[src/rtl/trace_match_recorder_pkg.sv]
// Shared types and packed-entry layout for the trace match recorder.
// Entry layout, LSB first: buffer | multi | rule | timestamp.
package trace_match_recorder_pkg;

    typedef enum logic [1:0] {
        ST_IDLE  = 2'd0,
        ST_ARMED = 2'd1,
        ST_DONE  = 2'd2
    } rec_state_e;

    function automatic int entry_width(input int ts_w, input int rule_w, input int buf_w);
        return ts_w + rule_w + 1 + buf_w;
    endfunction

    function automatic int buffer_offset();
        return 0;
    endfunction

    function automatic int multi_offset(input int buf_w);
        return buf_w;
    endfunction

    function automatic int rule_offset(input int buf_w);
        return buf_w + 1;
    endfunction

    function automatic int ts_offset(input int rule_w, input int buf_w);
        return buf_w + 1 + rule_w;
    endfunction

endpackage

[src/rtl/trace_event_fifo.sv]
// Single-clock first-word-fall-through FIFO; head data reads as zero while empty.
// Pointers carry one extra wrap bit so full and empty are distinguishable.
module trace_event_fifo #(
    parameter int DEPTH = 16,
    parameter int WIDTH = 8
) (
    input  logic                     clk,
    input  logic                     rst,
    input  logic                     flush,
    input  logic                     push,
    input  logic                     pop,
    input  logic [WIDTH-1:0]         wr_data,
    output logic [WIDTH-1:0]         rd_data,
    output logic                     empty,
    output logic                     full,
    output logic [$clog2(DEPTH):0]   count
);
    localparam int AW = $clog2(DEPTH);

    logic [AW:0]      wr_ptr_q, wr_ptr_d;
    logic [AW:0]      rd_ptr_q, rd_ptr_d;
    logic [WIDTH-1:0] mem_q [DEPTH];
    logic             do_push;
    logic             do_pop;

    always_comb begin
        empty   = (wr_ptr_q == rd_ptr_q);
        full    = (wr_ptr_q[AW] != rd_ptr_q[AW]) && (wr_ptr_q[AW-1:0] == rd_ptr_q[AW-1:0]);
        count   = wr_ptr_q - rd_ptr_q;
        do_pop  = pop && !empty && !flush;
        do_push = push && (!full || do_pop) && !flush;
        rd_data = empty ? '0 : mem_q[rd_ptr_q[AW-1:0]];

        wr_ptr_d = wr_ptr_q;
        rd_ptr_d = rd_ptr_q;
        if (flush) begin
            wr_ptr_d = '0;
            rd_ptr_d = '0;
        end else begin
            if (do_push) wr_ptr_d = wr_ptr_q + (AW+1)'(1);
            if (do_pop)  rd_ptr_d = rd_ptr_q + (AW+1)'(1);
        end
    end

    always_ff @(posedge clk or posedge rst) begin
        if (rst) begin
            wr_ptr_q <= '0;
            rd_ptr_q <= '0;
        end else begin
            wr_ptr_q <= wr_ptr_d;
            rd_ptr_q <= rd_ptr_d;
        end
    end

    // Storage needs no reset: the empty mask hides stale words.
    always_ff @(posedge clk) begin
        if (do_push) mem_q[wr_ptr_q[AW-1:0]] <= wr_data;
    end

endmodule

[src/rtl/trace_match_recorder.sv]
// Timestamps rising edges of the trigger match vector and queues them for software.
//   state | meaning
//   IDLE  | not recording
//   ARMED | recording new match events
//   DONE  | stopped (event limit reached or full with stop-on-full)
module trace_match_recorder
    import trace_match_recorder_pkg::*;
#(
    parameter int pBUFFER_SIZE = 64,
    parameter int pMATCH_RULES = 8,
    parameter int pTS_WIDTH    = 32,
    parameter int pFIFO_DEPTH  = 16
) (
    input  logic                             trace_clk,
    input  logic                             reset,
    input  logic                             I_arm,
    input  logic                             I_disarm,
    input  logic                             I_clear,
    input  logic                             I_stop_on_full,
    input  logic [7:0]                       I_max_events,
    input  logic                             I_synchronized,
    input  logic [pMATCH_RULES-1:0]          I_matching_pattern,
    input  logic [pBUFFER_SIZE-1:0]          I_matching_buffer,
    input  logic                             I_rd_en,
    output logic [pTS_WIDTH-1:0]             O_rd_timestamp,
    output logic [$clog2(pMATCH_RULES)-1:0]  O_rd_rule,
    output logic                             O_rd_multi,
    output logic [pBUFFER_SIZE-1:0]          O_rd_buffer,
    output logic                             O_empty,
    output logic                             O_full,
    output logic [$clog2(pFIFO_DEPTH):0]     O_count,
    output logic                             O_overflow,
    output logic [7:0]                       O_drop_count,
    output logic [1:0]                       O_state,
    output logic [pTS_WIDTH-1:0]             O_timestamp
);
    localparam int RW   = $clog2(pMATCH_RULES);
    localparam int EW   = entry_width(pTS_WIDTH, RW, pBUFFER_SIZE);
    localparam int BOFF = buffer_offset();
    localparam int MOFF = multi_offset(pBUFFER_SIZE);
    localparam int ROFF = rule_offset(pBUFFER_SIZE);
    localparam int TOFF = ts_offset(RW, pBUFFER_SIZE);

    rec_state_e               state_q, state_d;
    logic [pTS_WIDTH-1:0]     ts_q, ts_d;
    logic [pMATCH_RULES-1:0]  prev_q, prev_d;
    logic [7:0]               ev_cnt_q, ev_cnt_d;
    logic                     ovf_q, ovf_d;
    logic [7:0]               drop_q, drop_d;

    logic [pMATCH_RULES-1:0]  new_bits;
    logic [RW-1:0]            ev_rule;
    logic                     ev_multi;
    logic                     event_ok;
    logic                     pop_ok;
    logic                     push;
    logic                     drop;
    logic [EW-1:0]            wr_entry;
    logic [EW-1:0]            rd_entry;
    logic                     fifo_empty;
    logic                     fifo_full;
    logic [7:0]               ev_cnt_inc;

    always_comb begin
        new_bits = I_matching_pattern & ~prev_q;
        ev_rule  = '0;
        for (int i = pMATCH_RULES - 1; i >= 0; i--) begin
            if (new_bits[i]) ev_rule = i[RW-1:0];
        end
        ev_multi = (new_bits & (new_bits - pMATCH_RULES'(1))) != '0;

        // Any control pulse outranks an event in the same cycle.
        event_ok = (new_bits != '0) && (state_q == ST_ARMED) && I_synchronized
                   && !I_clear && !I_disarm && !I_arm;
        pop_ok   = I_rd_en && !fifo_empty && !I_clear;
        push     = event_ok && (!fifo_full || pop_ok);
        drop     = event_ok && fifo_full && !pop_ok;

        wr_entry = '0;
        wr_entry[BOFF +: pBUFFER_SIZE] = I_matching_buffer;
        wr_entry[MOFF]                 = ev_multi;
        wr_entry[ROFF +: RW]           = ev_rule;
        wr_entry[TOFF +: pTS_WIDTH]    = ts_q;
    end

    always_comb begin
        ts_d       = I_clear ? '0 : (I_synchronized ? ts_q + pTS_WIDTH'(1) : ts_q);
        prev_d     = I_synchronized ? I_matching_pattern : '0;
        ev_cnt_inc = ev_cnt_q + 8'd1;

        state_d  = state_q;
        ev_cnt_d = ev_cnt_q;
        ovf_d    = ovf_q;
        drop_d   = drop_q;

        if (I_clear) begin
            ovf_d  = 1'b0;
            drop_d = '0;
        end else if (I_disarm) begin
            state_d = ST_IDLE;
        end else if (I_arm) begin
            state_d  = ST_ARMED;
            ev_cnt_d = '0;
        end else if (push) begin
            ev_cnt_d = ev_cnt_inc;
            if ((I_max_events != '0) && (ev_cnt_inc == I_max_events)) state_d = ST_DONE;
        end else if (drop) begin
            ovf_d = 1'b1;
            if (drop_q != 8'hFF) drop_d = drop_q + 8'd1;
            if (I_stop_on_full) state_d = ST_DONE;
        end
    end

    always_ff @(posedge trace_clk or posedge reset) begin
        if (reset) begin
            state_q  <= ST_IDLE;
            ts_q     <= '0;
            prev_q   <= '0;
            ev_cnt_q <= '0;
            ovf_q    <= 1'b0;
            drop_q   <= '0;
        end else begin
            state_q  <= state_d;
            ts_q     <= ts_d;
            prev_q   <= prev_d;
            ev_cnt_q <= ev_cnt_d;
            ovf_q    <= ovf_d;
            drop_q   <= drop_d;
        end
    end

    trace_event_fifo #(
        .DEPTH (pFIFO_DEPTH),
        .WIDTH (EW)
    ) u_fifo (
        .clk     (trace_clk),
        .rst     (reset),
        .flush   (I_clear),
        .push    (push),
        .pop     (pop_ok),
        .wr_data (wr_entry),
        .rd_data (rd_entry),
        .empty   (fifo_empty),
        .full    (fifo_full),
        .count   (O_count)
    );

    assign O_rd_buffer    = rd_entry[BOFF +: pBUFFER_SIZE];
    assign O_rd_multi     = rd_entry[MOFF];
    assign O_rd_rule      = rd_entry[ROFF +: RW];
    assign O_rd_timestamp = rd_entry[TOFF +: pTS_WIDTH];
    assign O_empty        = fifo_empty;
    assign O_full         = fifo_full;
    assign O_overflow     = ovf_q;
    assign O_drop_count   = drop_q;
    assign O_state        = state_q;
    assign O_timestamp    = ts_q;

endmodule

[config.mk]
export PLATFORM = sky130hd
export DESIGN_NAME = trace_match_recorder
export DESIGN_NICKNAME = d
export VERILOG_FILES = /design/src/rtl/trace_match_recorder_pkg.sv /design/src/rtl/trace_event_fifo.sv /design/src/rtl/trace_match_recorder.sv
export SDC_FILE = /design/constraint.sdc
export NUM_CORES = 1
export LEC_CHECK = 0
export ABC_CLOCK_PERIOD_IN_PS = 15800
export BUFFER_PORTS_ARGS = -buffer_cell sky130_fd_sc_hd__buf_2
export CAP_MARGIN = 20
export CORE_UTILIZATION = 65
export DETAILED_ROUTE_END_ITERATION = 12
export PLACE_DENSITY = 0.83
export SETUP_SLACK_MARGIN = 0.2
export SLEW_MARGIN = 15
export SYNTH_ARGS = -nofsm -noshare
export SYNTH_HDL_FRONTEND = slang
export SYNTH_HIERARCHICAL = 1
export SYNTH_SLANG_ARGS = --single-unit
[constraint.sdc]
create_clock -name trace_clk -period 15.8 [get_ports trace_clk]
set_clock_uncertainty 0.05 [all_clocks]
set_input_delay 1.58 -clock trace_clk [delete_from_list [all_inputs] [get_ports trace_clk]]
set_output_delay 1.58 -clock trace_clk [all_outputs]
set_load 0.03 [all_outputs]
### After elaboration in Yosys (flattened, before gate mapping)

Memory sizes are Yosys's and may differ from the RTL's.
Index checks and enable logic that the tools add are counted.

* bitwise gates (word level): 5
* $add $sub $neg: 7
* mux-type cells: 37
* reductions and logical operators: 39
* eq/ne operators: 10

Operators by type and width (number)
* $mux W100: 1
* $mux W8: 9
* $mux W32: 2
* $add A32 B1 Y32 const B: 1
* $mux W3: 8
* $reduce_bool A8 Y1: 3
* $mux W5: 4
* $add A8 B1 Y8 const B: 2
* $and A8 B8 Y8: 2
* $logic_and A1 B1 Y1: 16
* $mux W2: 6
* $reduce_bool A2 Y1: 6
* $add A5 B1 Y5 const B: 2
* $eq A8 B8 Y1: 1
* $ne A8 B8 Y1 const B: 1
* $not A8 Y8: 1
* $reduce_and A4 Y1: 2
* $reduce_bool A4 Y1: 2
* $sub A8 B1 Y8 const B: 1
* $mux W1: 7
* $logic_not A1 Y1: 6
* $eq A5 B5 Y1: 1
* $reduce_and A5 Y1: 1
* $sub A5 B5 Y5: 1
* 9 further kinds: 12

* memories: 1
* word-level logic and storage cells: 107
* RAM bits: 1600
* register bits after elaboration: 69
* output and inout bits: 150

Memories
* u_fifo.mem_q: depth 16, width 100, rd ports 1, clocked after Yosys merged registers in 0, wr ports 1, line trace_event_fifo.sv:22 `logic [WIDTH-1:0] mem_q [DEPTH];`

### Longest topological paths before layout

* depth after elaboration: 15
* mapped depth: 15

### Modules after synthesis

The synthesis kept the hierarchy.

Modules (own cells, without submodules)
* trace_event_fifo: area an instance 61377.6 sq um, times used 1, cells each 2542
* trace_match_recorder: area an instance 3211.8 sq um, times used 1, cells each 347

### Worst setup path after synthesis

Ideal clock, no wire load.

* path kind: register to register
* start: reg u_fifo.rd_ptr_q[2]
* end: mem u_fifo/mem_q[0][0] in the netlist's numbering (enable)
* data arrival time: 7.458 ns
* period minus slack after synthesis: 8.068 ns
* path slack: 7.732 ns
* cell stages (with the launch flop): 15
* cells stage by stage: dfrtp_1 buf_2 buf_2 buf_1 inv_1 ha_1 nand4_2 nor2_2 nand2b_1 a2111oi_0 o211ai_1 inv_1 o31ai_1 or3_1 nor2_1

* elaborated cells on any way between the ends: 16
* those cells by class: 2 x eq/ne; 2 x mux; 12 x reduce/logical

RTL lines
* from (decl): line trace_event_fifo.sv:21 `logic [AW:0] rd_ptr_q, rd_ptr_d;`
* from (signal assigned): line trace_event_fifo.sv:51 `rd_ptr_q <= rd_ptr_d;`
* $eq A5 B5 Y1: line trace_event_fifo.sv:27 `empty = (wr_ptr_q == rd_ptr_q);`
* via O_empty: line trace_match_recorder.sv:29 `output logic O_empty,`
* $logic_not A1 Y1: line trace_match_recorder.sv:75 `pop_ok = I_rd_en && !fifo_empty && !I_clear;`
* $logic_and A1 B1 Y1 (2 in series): line trace_match_recorder.sv:75
* $logic_or A1 B1 Y1: line trace_match_recorder.sv:76 `push = event_ok && (!fifo_full || pop_ok);`
* $logic_and A1 B1 Y1: line trace_match_recorder.sv:76
* via push: line trace_match_recorder.sv:56 `logic push;`
* $logic_and A1 B1 Y1 (2 in series): line trace_event_fifo.sv:31 `do_push = push && (!full || do_pop) && !flush;`
* $mux W1: line trace_event_fifo.sv:57 `if (do_push) mem_q[wr_ptr_q[AW-1:0]] <= wr_data;`
* $mux W1 (implied by the code): line trace_event_fifo.sv:57
* to (decl): line trace_event_fifo.sv:22

The timed path passes the listed nets, and every way through them passes these cells.

### Final worst setup path

* start: reg u_fifo.rd_ptr_q[1]
* end: out O_rd_buffer[41]

* longest elaborated chain between the ends: 2
* elaborated cells on any way between the ends: 3
* those cells by class: 1 x eq/ne; 1 x mux; 1 x memory

Ends and longest elaborated chain
* $mem_v2 Z16 W100 / $eq A5 B5 Y1 (equally long branches)
* $mux W100 (*): line trace_event_fifo.sv:32 `rd_data = empty ? '0 : mem_q[rd_ptr_q[AW-1:0]];`
* to (decl): line trace_match_recorder.sv:28 `output logic [pBUFFER_SIZE-1:0] O_rd_buffer,`

Every way passes the cells marked *; elsewhere a longest branch is shown, timed or not.

==> summary.txt <==
Timing
  – Final setup TNS: 0 ns
  – Least-Margin Pin Slew: 1.22 ns
  – Pins Over Slew Limit: 0
  – Final setup viols: 0
  – Hold slack: 0.461 ns
  – Final Hold Vio Count: 0
  – Slew HR: 18.8%
  – Final Cycle Share: 50.3%
  – Fmax: 126 MHz
  – Tmin final: 7.94 ns
  – RSZ-0062 raised after global routing: no

Synth
  – Post-synth top area share: 74.4%
  – Area contributors post-synth: edfxtp_1 74%, mux4_2 14%, dfrtp_1 2.7%
  – FFs w/ async S/R, synth: 4.13%
  – Ys flop type: edfxtp_1
  – Mapped Cells: 2889
  – Cell with the most instances after synthesis: edfxtp_1
  – Synthesized flop and latch total: 1669
  – Mean post-synth cell area: 22.4 um^2
  – Post-Syn Area: 64600 um^2
  – Syn_nets: 2990
  – Top cells by count, synth: 1600 x edfxtp_1, 400 x mux4_2, 100 x a221o_1
  – Largest area contributor in the netlist: edfxtp_1
  – YS warnings: 6
  – EDFF count, synth: 1600
  – Sequential area share after synthesis: 77.1%
  – Synth cell types: 61

Detailed routing
  – Drt drc: 0
  – Vias per cell: 7.19
  – Routed WL: 166000 um
  – Drt first pass iters: 6
  – DR iter-0 viols: 4578
  – Via count: 33200
  – Final ANT Viol Nets: 0
  – Wirelength per Cell: 36.0 um

GRT
  – GR Util All Layers: 33.6%
  – Largest net degree at the start of global routing: 117
  – Overflow left after global routing: 0
  – Initial antenna violation count: 13
  – First-pass GRT wire length: 238000 um
  – Vias in the first global route: 34200

CTS
  – CTS buffer count: 157
  – CTS Hold Bufs: 0
  – Clock Path Buffers: 3
  – Clk sinks: 1669
  – CTS H-tree lvls: 4
  – Reg clk slew, reported paths: 0.06 ns
  – Gates resized, CTS repair: 0
  – Post-CTS Setup Bufs: 0
  – Clock Root Buffer: clkbuf_16
  – Clk_lat worst skew: 0.76 ns
  – CTS tree: yes

Finish
  – Area grow syn2layout: 12.0%
  – Register area: 49800 um^2
  – Share of cells above drive strength 1: 31.6%
  – Cell area after layout: 72300 um^2
  – Fill cells: 5016
  – Nets: 3305
  – Multi-input gate area: 14100 um^2

Floorplan
  – Chip Width: 317 um
  – I/O pins: 238
  – Initial core utilization: 65.6%
  – Die H: 317 um
  – Die footprint: 101000 um^2
  – Core ar.: 98400 um^2
  – # rows: 115

Worst setup path
  – Critical path class: flip-flop to primary output
  – CP Data Arrival Time: 6.31 ns
  – CP Max Fanout: 116
  – CP Capture Type: primary output
  – WP data required: 14.17 ns
  – Critical path launch point type: flip-flop

Place
  – PortBufs: 237
  – Routability Congestion: 0.847
  – Placement Cell Area: 67300 um^2
  – Detail Placement HPWL: 77500 um

Flow run
  – # Max-Cap Violations: 0

Min path
  – Hold Crit Class: flip-flop to flip-flop

Run status
  – Status: finished, final reports clean

Power
  – PD cells: 120 nW/um^2
  – IR Drop Worst-Case VDD: 91.7 uV
  – Lkg Pwr: 23.6 nW
-- cell usage in the layout, fill, tap and decap left out, drive strengths merged, types with 3 or more instances in the layout --
| master | count |
|---|---|
| edfxtp | 1600 |
| mux4 | 400 |
| buf | 300 |
| clkbuf | 192 |
| a221o | 100 |
| mux2 | 99 |
| nor2b | 98 |
| nor2 | 78 |
| dfrtp | 69 |
| clkinv | 63 |
| nand2 | 30 |
| inv | 30 |
| o21ai | 27 |
| xnor2 | 25 |
| xor2 | 24 |
| a21oi | 19 |
| nand3 | 18 |
| nand2b | 15 |
| or3 | 14 |
| nand4 | 13 |
| ha | 12 |
| and2 | 10 |
| bufinv | 10 |
| and2b | 9 |
| clkinvlp | 8 |
| nor3 | 7 |
| mux2i | 6 |
| and4 | 6 |
| and3 | 5 |
| diode | 4 |
| o22ai | 4 |
| o211ai | 4 |
| nor4 | 3 |
| a21o | 3 |
| nand3b | 3 |
| o31ai | 3 |
-- final timing paths --
| check | cells after the start | from | slack (ns) | endpoint |
|---|---|---|---|---|
| worst max-delay path | 8 | u_fifo/rd_ptr_q[1] | 7.86 | O_rd_buffer[41] |
| worst min-delay path | 1 | ev_cnt_q[7] | 0.46 | ev_cnt_q[7] |
| worst max register to register | 13 | u_fifo/rd_ptr_q[2] | 8.90 | u_fifo/mem_q[6][48] |
| worst min register to register | 1 | ev_cnt_q[7] | 0.46 | ev_cnt_q[7] |
| max in group asynchronous | 3 | reset | 14.17 | O_timestamp[3] |
| min in group asynchronous | 2 | reset | 0.63 | O_timestamp[22] |
-- metal layers --
| metal | vias up | track usage (%) | share of wire (%) |
|---|---|---|---|
| li1 | 12800 | - | - |
| met1 | 17200 | 45.2 | 34 |
| met2 | 2718 | 54.8 | 50 |
| met3 | 458 | 7.18 | 11 |
| met4 | 12 | 13.4 | 4.0 |
| met5 | - | 0 | 0.039 |
-- cell type report --
type,instances,area share (%)
Timing Repair Buffer,300,2.43
Antenna cell,4,0.0138
Clock buffer,192,5.76
Multi-Input combinational cell,1056,19.6
Clock inverter,91,1.09
Sequential cell,1669,68.8
Tap cell,1287,2.23
Inverter,20,0.104
-- cells by family after synthesis --
kind of cell | count (synthesis) | share of synthesized area, %
adder cells (fa/ha/maj) | 14 | 0.279
buffers and inverters | 164 | 1.26
AND/OR/NAND/NOR | 315 | 2.73
XOR/XNOR | 49 | 0.664
multiplexers | 505 | 15.8
flip-flops | 1669 | 77.1
AO/OA/AOI/OAI | 173 | 2.24
-- per-stage QoR --
stage          util (%)  power (W)  std cells  worst slack [ns]
2_1_floorplan         -    0.00497       2889              7.73
3_3_place_gp       68.3    0.00503       4327              8.71
3_5_place_dp       68.3    0.00503       4328              8.61
4_1_cts            73.4    0.00868       4611              7.73
5_1_grt            73.5    0.00884       4618              7.49
6_report           73.5    0.00866       4619              7.86
-- flip-flops by register name, indices dropped and copies added, names as in the netlist --
| register | cells |
|---|---|
| O_timestamp | 32 |
| prev_q | 8 |
| u_fifo/mem_q | 1600 |
| O_state | 2 |
| u_fifo/wr_ptr_q | 5 |
| u_fifo/rd_ptr_q | 5 |
| ev_cnt_q | 8 |
| O_drop_count | 8 |
| O_overflow | 1 |
-- critical path: stages, from the launching register on --
cell and delay, ns:
dfrtp_4 0.73, buf_4 0.59, buf_12 0.66, buf_4 0.93
buf_4 0.94, mux4_2 0.62, mux2_2 0.29, a221o_1 0.38
buf_2 0.21
-- report_power, final --
group | total (W) | switching, W | internal [W] | leakage, nW
combinational | 0.000107 | 0.0000827 | 0.0000247 | 5.36
sequential | 0.00484 | 0.00000666 | 0.00483 | 15.8
clock | 0.00371 | 0.00166 | 0.00205 | 2.40
(Power assumes the default switching activity.)
